File: src/rtl/rom_stream_reader.sv
`default_nettype none
// ============================================================================
//  Module   : rom_stream_reader
//  Purpose  : Reads a burst of consecutive words from a single-port ROM
//             (dist_mem / blk_mem) and presents them on a valid/ready stream.
//             It hides the ROM's fixed read latency, and a credit check keeps
//             the output FIFO from overflowing when the consumer stalls.
//  Ports    : clk, rst            - clock, synchronous active-high reset
//             start, base_addr,   - launch a burst of len words at base_addr
//             len
//             busy, done          - burst in progress / one-cycle completion
//             rom_addr, rom_en,   - registered ROM read port
//             rom_dout
//             m_data, m_valid,    - output stream
//             m_ready, m_last
//  Revision : 1.0 - initial release
// ============================================================================
module rom_stream_reader #(
  parameter int ADDR_W     = 8,
  parameter int DATA_W     = 8,
  parameter int RD_LAT     = 1,
  parameter int FIFO_DEPTH = 4
) (
  input  logic              clk,
  input  logic              rst,
  input  logic              start,
  input  logic [ADDR_W-1:0] base_addr,
  input  logic [ADDR_W:0]   len,
  output logic              busy,
  output logic              done,
  output logic [ADDR_W-1:0] rom_addr,
  output logic              rom_en,
  input  logic [DATA_W-1:0] rom_dout,
  output logic [DATA_W-1:0] m_data,
  output logic              m_valid,
  input  logic              m_ready,
  output logic              m_last
);

  localparam int CNT_W = $clog2(FIFO_DEPTH + 1);
  localparam int PTR_W = (FIFO_DEPTH > 1) ? $clog2(FIFO_DEPTH) : 1;

  // Parameter legality is checked at elaboration time.
  if (RD_LAT < 1 || RD_LAT > 3) begin : g_bad_rd_lat
    $error("rom_stream_reader: RD_LAT must be in 1..3");
  end
  if (FIFO_DEPTH < RD_LAT + 2) begin : g_bad_fifo_depth
    $error("rom_stream_reader: FIFO_DEPTH must be >= RD_LAT+2");
  end

  typedef enum logic [1:0] {
    S_IDLE  = 2'd0,
    S_RUN   = 2'd1,
    S_DRAIN = 2'd2
  } state_t;

  state_t              state_q,    state_d;
  logic                busy_q,     busy_d;
  logic                done_q,     done_d;
  logic [ADDR_W-1:0]   rom_addr_q, rom_addr_d;
  logic                rom_en_q,   rom_en_d;
  logic [ADDR_W:0]     remain_q,   remain_d;   // reads still to be issued
  logic [ADDR_W:0]     len_q,      len_d;
  logic [ADDR_W:0]     beat_q,     beat_d;     // beats accepted so far
  logic [RD_LAT-1:0]   pipe_q,     pipe_d;     // one bit per read in flight
  logic [DATA_W-1:0]   fifo_mem_q [FIFO_DEPTH];
  logic [DATA_W-1:0]   fifo_mem_d [FIFO_DEPTH];
  logic [PTR_W-1:0]    wr_ptr_q,   wr_ptr_d;
  logic [PTR_W-1:0]    rd_ptr_q,   rd_ptr_d;
  logic [CNT_W-1:0]    fifo_cnt_q, fifo_cnt_d;

  logic                fifo_wr;
  logic                fifo_rd;
  logic                valid_w;
  logic                last_w;
  logic [CNT_W:0]      inflight_nxt;
  logic                credit_ok;

  assign valid_w = (fifo_cnt_q != '0);
  assign last_w  = valid_w && (beat_q == (len_q - (ADDR_W+1)'(1)));
  assign fifo_rd = valid_w && m_ready;
  // The read issued RD_LAT cycles ago is sampled at the end of this cycle.
  assign fifo_wr = pipe_q[RD_LAT-1];

  always_comb begin
    state_d    = state_q;
    done_d     = 1'b0;
    rom_addr_d = rom_addr_q;
    rom_en_d   = 1'b0;
    remain_d   = remain_q;
    len_d      = len_q;
    beat_d     = beat_q;
    wr_ptr_d   = wr_ptr_q;
    rd_ptr_d   = rd_ptr_q;
    fifo_mem_d = fifo_mem_q;

    pipe_d[0] = rom_en_q;
    for (int i = 1; i < RD_LAT; i++) begin
      pipe_d[i] = pipe_q[i-1];
    end

    if (fifo_wr) begin
      fifo_mem_d[wr_ptr_q] = rom_dout;
      wr_ptr_d = (wr_ptr_q == PTR_W'(FIFO_DEPTH - 1)) ? '0 : wr_ptr_q + PTR_W'(1);
    end
    if (fifo_rd) begin
      rd_ptr_d = (rd_ptr_q == PTR_W'(FIFO_DEPTH - 1)) ? '0 : rd_ptr_q + PTR_W'(1);
      beat_d   = beat_q + (ADDR_W+1)'(1);
    end
    fifo_cnt_d = fifo_cnt_q + CNT_W'(fifo_wr) - CNT_W'(fifo_rd);

    // rom_en is registered, so the issue decision for the next cycle uses the
    // occupancy that cycle will see: FIFO level after this cycle's write/pop
    // plus the reads that will still be in flight.
    inflight_nxt = '0;
    for (int i = 0; i < RD_LAT; i++) begin
      inflight_nxt = inflight_nxt + (CNT_W+1)'(pipe_d[i]);
    end
    credit_ok = (({1'b0, fifo_cnt_d} + inflight_nxt) < (CNT_W+1)'(FIFO_DEPTH));

    case (state_q)
      S_IDLE: begin
        // done_q marks the completion cycle, in which start is ignored.
        if (start && !done_q) begin
          len_d  = len;
          beat_d = '0;
          if (len != '0) begin
            state_d    = S_RUN;
            rom_en_d   = 1'b1;
            rom_addr_d = base_addr;
            remain_d   = len - (ADDR_W+1)'(1);
          end else begin
            done_d = 1'b1;
          end
        end
      end
      S_RUN: begin
        if (remain_q == '0) begin
          // The final read is on the ROM port this cycle.
          state_d = S_DRAIN;
        end else if (credit_ok) begin
          rom_en_d   = 1'b1;
          rom_addr_d = rom_addr_q + ADDR_W'(1);
          remain_d   = remain_q - (ADDR_W+1)'(1);
        end
      end
      S_DRAIN: begin
        if (fifo_rd && last_w) begin
          state_d = S_IDLE;
          done_d  = 1'b1;
        end
      end
      default: state_d = S_IDLE;
    endcase

    busy_d = (state_d != S_IDLE) || done_d;
  end

  always_ff @(posedge clk) begin
    if (rst) begin
      state_q    <= S_IDLE;
      busy_q     <= 1'b0;
      done_q     <= 1'b0;
      rom_addr_q <= '0;
      rom_en_q   <= 1'b0;
      remain_q   <= '0;
      len_q      <= '0;
      beat_q     <= '0;
      pipe_q     <= '0;
      wr_ptr_q   <= '0;
      rd_ptr_q   <= '0;
      fifo_cnt_q <= '0;
      for (int i = 0; i < FIFO_DEPTH; i++) begin
        fifo_mem_q[i] <= '0;
      end
    end else begin
      state_q    <= state_d;
      busy_q     <= busy_d;
      done_q     <= done_d;
      rom_addr_q <= rom_addr_d;
      rom_en_q   <= rom_en_d;
      remain_q   <= remain_d;
      len_q      <= len_d;
      beat_q     <= beat_d;
      pipe_q     <= pipe_d;
      wr_ptr_q   <= wr_ptr_d;
      rd_ptr_q   <= rd_ptr_d;
      fifo_cnt_q <= fifo_cnt_d;
      for (int i = 0; i < FIFO_DEPTH; i++) begin
        fifo_mem_q[i] <= fifo_mem_d[i];
      end
    end
  end

  a_no_fifo_overflow: assert property (@(posedge clk) disable iff (rst)
    !(fifo_wr && (fifo_cnt_q == CNT_W'(FIFO_DEPTH))));

  assign busy     = busy_q;
  assign done     = done_q;
  assign rom_addr = rom_addr_q;
  assign rom_en   = rom_en_q;
  assign m_data   = fifo_mem_q[rd_ptr_q];
  assign m_valid  = valid_w;
  assign m_last   = last_w;

endmodule
`default_nettype wire

File: config.mk
export PLATFORM = sky130hd
export DESIGN_NAME = rom_stream_reader
export DESIGN_NICKNAME = d
export VERILOG_FILES = /design/src/rtl/rom_stream_reader.sv
export SDC_FILE = /design/constraint.sdc
export NUM_CORES = 1
export LEC_CHECK = 0
export BUFFER_PORTS_ARGS = -buffer_cell sky130_fd_sc_hd__buf_2
export CORE_MARGIN = 2
export CORE_UTILIZATION = 35
export CTS_BUF_LIST = sky130_fd_sc_hd__clkbuf_8
export DETAILED_ROUTE_END_ITERATION = 10
export GPL_ROUTABILITY_DRIVEN = 0
export PLACE_DENSITY_LB_ADDON = 0.25
export SLEW_MARGIN = 0
export SYNTH_ARGS = -nofsm -noshare
export SYNTH_HDL_FRONTEND = slang
export SYNTH_SLANG_ARGS = --single-unit
File: constraint.sdc
create_clock -name clk -period 3.7 [get_ports clk]
set_clock_uncertainty 0.2 [all_clocks]
set_input_delay 0.185 -clock clk [delete_from_list [all_inputs] [get_ports clk]]
set_output_delay 0.185 -clock clk [all_outputs]
set_load 0.02 [all_outputs]
==> results.md, run 1 <==
- Core Region: between 10,000 and 15,000 um2
- Slew of the pin with the lowest slew margin: ~0.77 ns
- Detailed Route WL: 11.16 mm
- Area growth, synth to finish: 19.62%
- Status: finished, violations left
- Starting DRT DRC Count: 288
- Final setup viols: 0
- Drt first pass iters: 8
- CP endpoint: rom_addr[0]
- Syn Nets: 562
- Final Hold Fails: 0
- GRT Overall Usage: 18.09%
- Critical path endpoint category: register
- Internal Power: 0.001753 W
- Post-synth EDFFs: 0
- Die ar.: 12,810 um2
- R2R Setup Slk: 0.25 ns
- WHS: 0.01982 ns
- Std-Cell Rows: 39
- Worst Reg-to-Reg Cells: 14
- Max incr delay on CP: roughly 0.41 ns
- First-pass GRT wire length: 18.77 mm
- Multi-input gate area in the final layout: 2404 um2
- Tcrit/Tclk final: slightly above 90%
- Inserted Clock Buffers: 9
- Critical path cell sequence: or3_4 > nand2_1 > inv_2 > ha_1 > inv_1 > ha_1 > inv_1 > fa_1 > xor2_2 > xnor2_2 > a41oi_1 > buf_4 > or3_1 > a31oi_1
- Initial antenna violation count: 0
- Starting Density: 36.22%
- Die Y: 113.2 um
- Layout Cells excl Fill: slightly above 700
- Synth Area per Inst: 8.007 um2
- Type of origin of the critical path: register
- Cell leakage power: 1.842 nW
- Prevailing post-synth register cell: dfxtp_1
- Die width: 113.2 um
- Synth Warn #: 0
- Clk sink count: 80
- Mapped cell area: approximately 4200 um2
- Final TNS setup: 0 ns
- Psw: ~0.0011 W
- Register Area: ~1600 um2
- Hold Crit Class: input port to register
- I/O pin cnt: 50
- Failing checks: design-rule violations
- Comb power frac: 33.7%
- Clk_lat worst skew: between 0.3 and 0.4 ns
- Mapped Cells: ~520
- Worst R2R End: rom_addr[0]
- Post-route ant nets: 0
- Count of cell types in the netlist: 57
- HPWL Detailed: 7.502 mm
- Drt wl/cell: 15.46 um
- Final nets: a little over 600
- P per Cell Area: between 500 and 600 nW/um2
- Worst EP required: 3.79 ns
- Share of cells above drive strength 1: 16.23%
- Overflow after GRT: 0
- Register bit total from synthesis: 80
- Clock power share: 27.4%
- Via count: 3,918
- Fmax: approximately 290 MHz
- Slowest stage cell on the critical path: or3_4
- Sequential area share after synthesis: 38.39%
- Vias per cell: 5.427
- Most frequent cells in the layout: 87 x nand2_1, 80 x dfxtp_1, 71 x a21oi_1
- Vias in the first global route: 3,772
- Dpl cells: 682
- CP Launch Point: fifo_cnt_q[1]
- CP arrival: 3.54 ns
- Max clock buf depth: 2
- CTS tree: done
- Most common cell after layout, fill and taps aside: nand2_1
- Final core utilization: between 40% and 50%
- Antenna cells: 0
- Sequential share of power: 38.9%
- Max_slew headroom: 48.65%
- Worst Path Class, Setup: register to register
- Ys async rst share: 0%
- FILL cells: 1,171
- Pin count of the biggest net entering global routing: 40
- Maximum fanout along the worst path: 11
- Root buf cell: clkbuf_8
- Tmin final: about 3.4 ns
- Slew Viols, Final: 0
- Port bufs: 49
- DRC viols: 2
- Worst ir drop on vdd: 0.0001960 V
- Worst-path clk slew: approximately 0.09 ns
- Sw Share: 37.72%
- # H-tree levels: 3
- # Max-Cap Violations: 0
- R2r startpoint: fifo_cnt_q[1]
[critical path, delay by kind of cell (launching register included)]
kind / cells / cell delay (ns)
compound gates: 2 / 0.35
flops: 1 / 0.37
xor+xnor: 2 / 0.41
fa+ha+maj: 3 / 0.81
simple gates: 3 / 0.83
buf+inv: 4 / 0.40
[Yosys cell counts, drive strengths merged, types with 8 or more instances]
| master | instances | share of area, % |
|---|---|---|
| or3 | 9 | 1.3 |
| buf | 11 | 1.3 |
| nand2 | 87 | 7.8 |
| dfxtp | 80 | 38 |
| xor2 | 10 | 2.1 |
| a21oi | 71 | 8.5 |
| o21ai | 15 | 1.8 |
| mux4 | 8 | 4.3 |
| nor2 | 37 | 3.3 |
| clkbuf | 26 | 2.3 |
| ha | 11 | 3.3 |
| xnor2 | 8 | 1.7 |
| nor3 | 16 | 1.9 |
| inv | 12 | 1.1 |
| nand3 | 42 | 5.0 |
[layout make-up]
class                      count  area share, %
multi-input combinational    392          48.17
sequential                    80          32.10
timing repair buffer          79          10.58
tap                          143          3.586
clock buffer                   9          2.482
clock inverter                 7          2.182
inverter                      12         0.9027
[power by group through the flow]
stage | Combinational (W) | Sequential, W | Clock (W)
6_report | 0.000948 | 0.00110 | 0.000771
5_1_grt | 0.00106 | 0.00112 | 0.000825
4_1_cts | 0.000892 | 0.00109 | 0.000785
3_5_place_dp | 0.000868 | 0.00111 | 0
3_3_place_gp | 0.000850 | 0.00111 | 0
2_1_floorplan | 0.000656 | 0.00109 | 0
[repair_timing]
| action | CTS | global route |
|---|---|---|
| resized for setup | 0 | 4 |
| endpoints found under the setup margin | 0 | 6 |
| setup buffers | 0 | 1 |
| hold buffers | 23 | 0 |
| hold endpoints to repair | 49 | 0 |
[cell families (layout without fill, tap and decap cells)]
| group | Yosys count | in the layout | share of synthesized area [%] |
|---|---|---|---|
| and+or+nand+nor | 223 | 223 | 25.31 |
| AOI/OAI and AO/OA | 125 | 125 | 18.27 |
| DFF | 80 | 80 | 38.39 |
| buffers and inverters | 49 | 107 | 4.709 |
| xor gates and xnor gates | 18 | 18 | 3.779 |
| muxes | 14 | 14 | 5.759 |
| adders and majority gates | 12 | 12 | 3.779 |
[how the worst min path moves through the flow]
stage / start / to / slack (ns) / depth (start not counted)
global route: len[2] / len_q[2] / 0.04 / 3
detailed placement: fifo_mem_q[4] / fifo_mem_q[4] / 0.25 / 2
finish: base_addr[7] / rom_addr[7] / 0.02 / 4
floorplan: len[5] / len_q[5] / 0.12 / 2
global placement: fifo_mem_q[2] / fifo_mem_q[2] / 0.24 / 2
CTS: base_addr[7] / rom_addr[7] / 0.009 / 4
[per-layer routing]
metal	up-vias	GRT usage (%)	wire length [um]	part of all wire, %
met1	1856	25.40	5434	49
met3	12	3.160	463	4.1
met2	89	27.90	5092	46
met4	0	6.667	170	1.5
met5	-	0	0	0
li1	1961	-	-	-
[state kept, by name, summed over array words and instances (netlist names)]
signal and count:
done 1, wr_ptr_q 2, fifo_cnt_q 3, fifo_mem_q 32, beat_q 9, len_q 9
busy 1, fifo_wr 1, rom_en 1, remain_q 9, rom_addr 8, rd_ptr_q 2
state_q 2
[stage by stage]
step	worst slack (ns)	total power, W	area [um2]
after floorplan	0.4151	0.001746	4172
after global placement	0.2863	0.001960	4489
after detailed placement	0.2032	0.001982	4489
after CTS	0.1615	0.002771	4952
after global routing	-0.007625	0.002998	4990
final	0.2510	0.002816	4990
Note: power is estimated with default switching activity, not from simulation.
==> run 2: changes to the inputs <==
--- a/config.mk
+++ b/config.mk
@@ -11,7 +11,8 @@
 export CTS_BUF_LIST = sky130_fd_sc_hd__clkbuf_8
 export DETAILED_ROUTE_END_ITERATION = 10
 export GPL_ROUTABILITY_DRIVEN = 0
-export PLACE_DENSITY_LB_ADDON = 0.25
+export GPL_TIMING_DRIVEN = 0
+export PLACE_DENSITY = 0.52
 export SLEW_MARGIN = 0
 export SYNTH_ARGS = -nofsm -noshare
 export SYNTH_HDL_FRONTEND = slang
==> run 2 against run 1 <==
The run still ends with design-rule violations left. Maximum frequency decreased by 0.39%. Sequential share of layout area decreased by 0.59 points. Cell count increased by 4.6%. Critical path depth increased by 1. Sequential power decreased by 4%. Total power decreased by 1.9%. Hold slack improved by 0.12 ns. Wire length increased by 9.6%. Via count increased by 5.7%. Critical path type unchanged. Critical endpoint is now rom_addr[6]. Largest cell class unchanged. Highest routed layer unchanged.
==> results.md, run 2 (synthesized netlist as in run 1, its figures left out) <==
- Initial antenna violation count: 0 (unchanged)
- DRC viols: 2 (unchanged)
- Tcrit/Tclk final: 93.58% (+0.36 points)
- Core Region: 11,520 um2 (unchanged)
- Clock power share: 25.1% (-2.3 points)
- CP Launch Point: fifo_cnt_q[1]
- Overflow after GRT: 0 (unchanged)
- CP arrival: 3.51 ns (-0.03 ns)
- Pin count of the biggest net entering global routing: 14 (-65%)
- Detailed Route WL: 12.24 mm (+9.6%)
- WHS: 0.1435 ns (+0.1237 ns)
- Final Hold Fails: 0 (unchanged)
- Inserted Clock Buffers: 9 (unchanged)
- Psw: 0.001064 W (+0.14%)
- First-pass GRT wire length: 20.15 mm (+7.4%)
- Final setup viols: 0 (unchanged)
- Die width: 113.2 um (unchanged)
- Clk_lat worst skew: 0.38 ns (about the same)
- Worst ir drop on vdd: 0.0002927 V (+49%)
- Critical path endpoint category: register
- Share of cells above drive strength 1: 15.52% (-0.71 points)
- Type of origin of the critical path: register
- Port bufs: 49 (unchanged)
- Die ar.: 12,810 um2 (unchanged)
- Max clock buf depth: 2 (unchanged)
- Area growth, synth to finish: 21.87%
- Slowest stage cell on the critical path: or3_4
- Critical path cell sequence: or3_4 > nand2_4 > inv_2 > ha_1 > inv_1 > ha_1 > inv_1 > fa_1 > xor2_1 > xnor2_2 > a41oi_1 > clkbuf_4 > nor2_1 > a21oi_1 > nor2_1
- Final core utilization: 44.14% (+0.81 points)
- FILL cells: 1,175 (+0.34%)
- Hold Path Origin: start
- Tmin final: 3.462 ns (+0.01339 ns)
- Failing checks: design-rule violations
- Most common cell after layout, fill and taps aside: nand2_1
- Hold Crit Class: input port to register
- Fmax: 288.8 MHz (-0.39%)
- GRT Overall Usage: 19.84% (+1.7 points)
- CTS tree: done
- R2r startpoint: fifo_cnt_q[1]
- Final TNS setup: 0 ns (unchanged)
- P per Cell Area: 543.5 nW/um2 (-3.7%)
- Starting DRT DRC Count: 257 (-11%)
- Starting Density: 36.22% (unchanged)
- Drt wl/cell: 16.21 um (+4.8%)
- HPWL Detailed: 8.602 mm (+15%)
- Post-route ant nets: 0 (unchanged)
- Status: finished, violations left
- Worst Reg-to-Reg Cells: 15 (+1)
- Max incr delay on CP: 0.45 ns (+0.04 ns)
- Worst Path Class, Setup: register to register
- Slew Viols, Final: 0 (unchanged)
- Root buf cell: clkbuf_8
- Setup bufs post-CTS: 0 (unchanged)
- Top reg by flops: fifo_mem_q
- # Max-Cap Violations: 0 (unchanged)
- Worst-path clk slew: 0.09 ns (about the same)
- Slew of the pin with the lowest slew margin: 0.9477 ns (+0.1794 ns)
- RSZ-0062 raised after global routing: false
- Vias in the first global route: 3,965 (+5.1%)
- # H-tree levels: 3 (unchanged)
- Maximum fanout along the worst path: 10 (-1)
- Final nets: 648 (+5.4%)
- Most frequent cells in the layout: 86 x nand2_1, 80 x dfxtp_1, 71 x a21oi_1
- Antenna cells: 0 (unchanged)
- Cell leakage power: 1.887 nW (+2.5%)
- Comb power frac: 36.5% (+2.8 points)
- Die Y: 113.2 um (unchanged)
- Via count: 4,142 (+5.7%)
- Internal Power: 0.001699 W (-3.1%)
- Clk sink count: 80 (unchanged)
- Worst EP required: 3.75 ns (-0.04 ns)
- Hold path depth: 4 (unchanged)
- Max reg flops: 32 (unchanged)
- Std-Cell Rows: 39 (unchanged)
- Sw Share: 38.49% (+0.77 points)
- I/O pin cnt: 50 (unchanged)
- Max_slew headroom: 36.65% (-12 points)
- Vias per cell: 5.486 (+1.1%)
- Drt first pass iters: 8 (unchanged)
- Sequential share of power: 38.5% (-0.4 points)
run 2: cell types whose count changed in the layout (fill, tap and decap cells not counted), moves of 3 or more:
cell | before | now
clkbuf_1 | 0 | 26
buf_2 | 49 | 55
buf_4 | 7 | 1
clkinv_2 | 0 | 3
buf_1 | 0 | 3
dlygate4sd3_1 | 23 | 26
run 2: path summary, 6_finish.rpt:
check	endpoint	slack [ns]
worst max-delay path	rom_addr[6]	0.24
worst min-delay path	len_q[0]	0.14
worst max register to register	rom_addr[6]	0.24
worst min register to register	fifo_mem_q[11]	0.26
run 2: per-layer routing:
layer	GRT usage, %	wire, um
met3	5.517	749
met1	26.33	5746
met2	31.78	5570
met5	0	0
met4	5.447	170
run 2: area by class of cell:
| class | count | area, um2 | share of cell area (%) |
|---|---|---|---|
| multi-input combinational | 392 | 2394 | 47.08 |
| sequential | 80 | 1602 | 31.50 |
| timing repair buffer | 75 | 505.5 | 9.943 |
| tap | 143 | 178.9 | 3.520 |
| buffer | 37 | 153.9 | 3.027 |
| clock buffer | 11 | 151.4 | 2.978 |
| clock inverter | 5 | 53.80 | 1.058 |
| inverter | 12 | 45.04 | 0.8860 |
run 2: critical path: cells and delay by family (launching register included):
kind | cells | cell delay [ns]
fa+ha+maj | 3 | 0.78
simple gates | 4 | 0.69
buf+inv | 4 | 0.49
compound gates | 2 | 0.46
flops | 1 | 0.37
xor+xnor | 2 | 0.34
run 2: per-stage QoR:
| stage | area [um2] | cells | setup WS (ns) | total power [W] |
|---|---|---|---|---|
| after floorplan | 4172 | 521 | 0.4151 | 0.001746 |
| after global placement | 4596 | 713 | 0.09853 | 0.002011 |
| after detailed placement | 4596 | 713 | 0.06656 | 0.002029 |
| after CTS | 5051 | 754 | 0.03267 | 0.002741 |
| after global routing | 5084 | 755 | 0.02292 | 0.002946 |
| final | 5084 | 755 | 0.2376 | 0.002763 |
run 2: what timing repair did:
action                                  in CTS  in global routing
endpoints found under the setup margin       0                 18
hold buffers                                25                  1
endpoints found under the hold margin       51                  2
resized for setup                            0                  5
run 2: power by group through the flow:
stage	Clock (W)	Sequential, W	Combinational, W
finish	0.000692	0.00106	0.00101
global route	0.000746	0.00108	0.00112
CTS	0.000708	0.00106	0.000974
detailed placement	0	0.00108	0.000950
global placement	0	0.00108	0.000934
floorplan	0	0.00109	0.000656
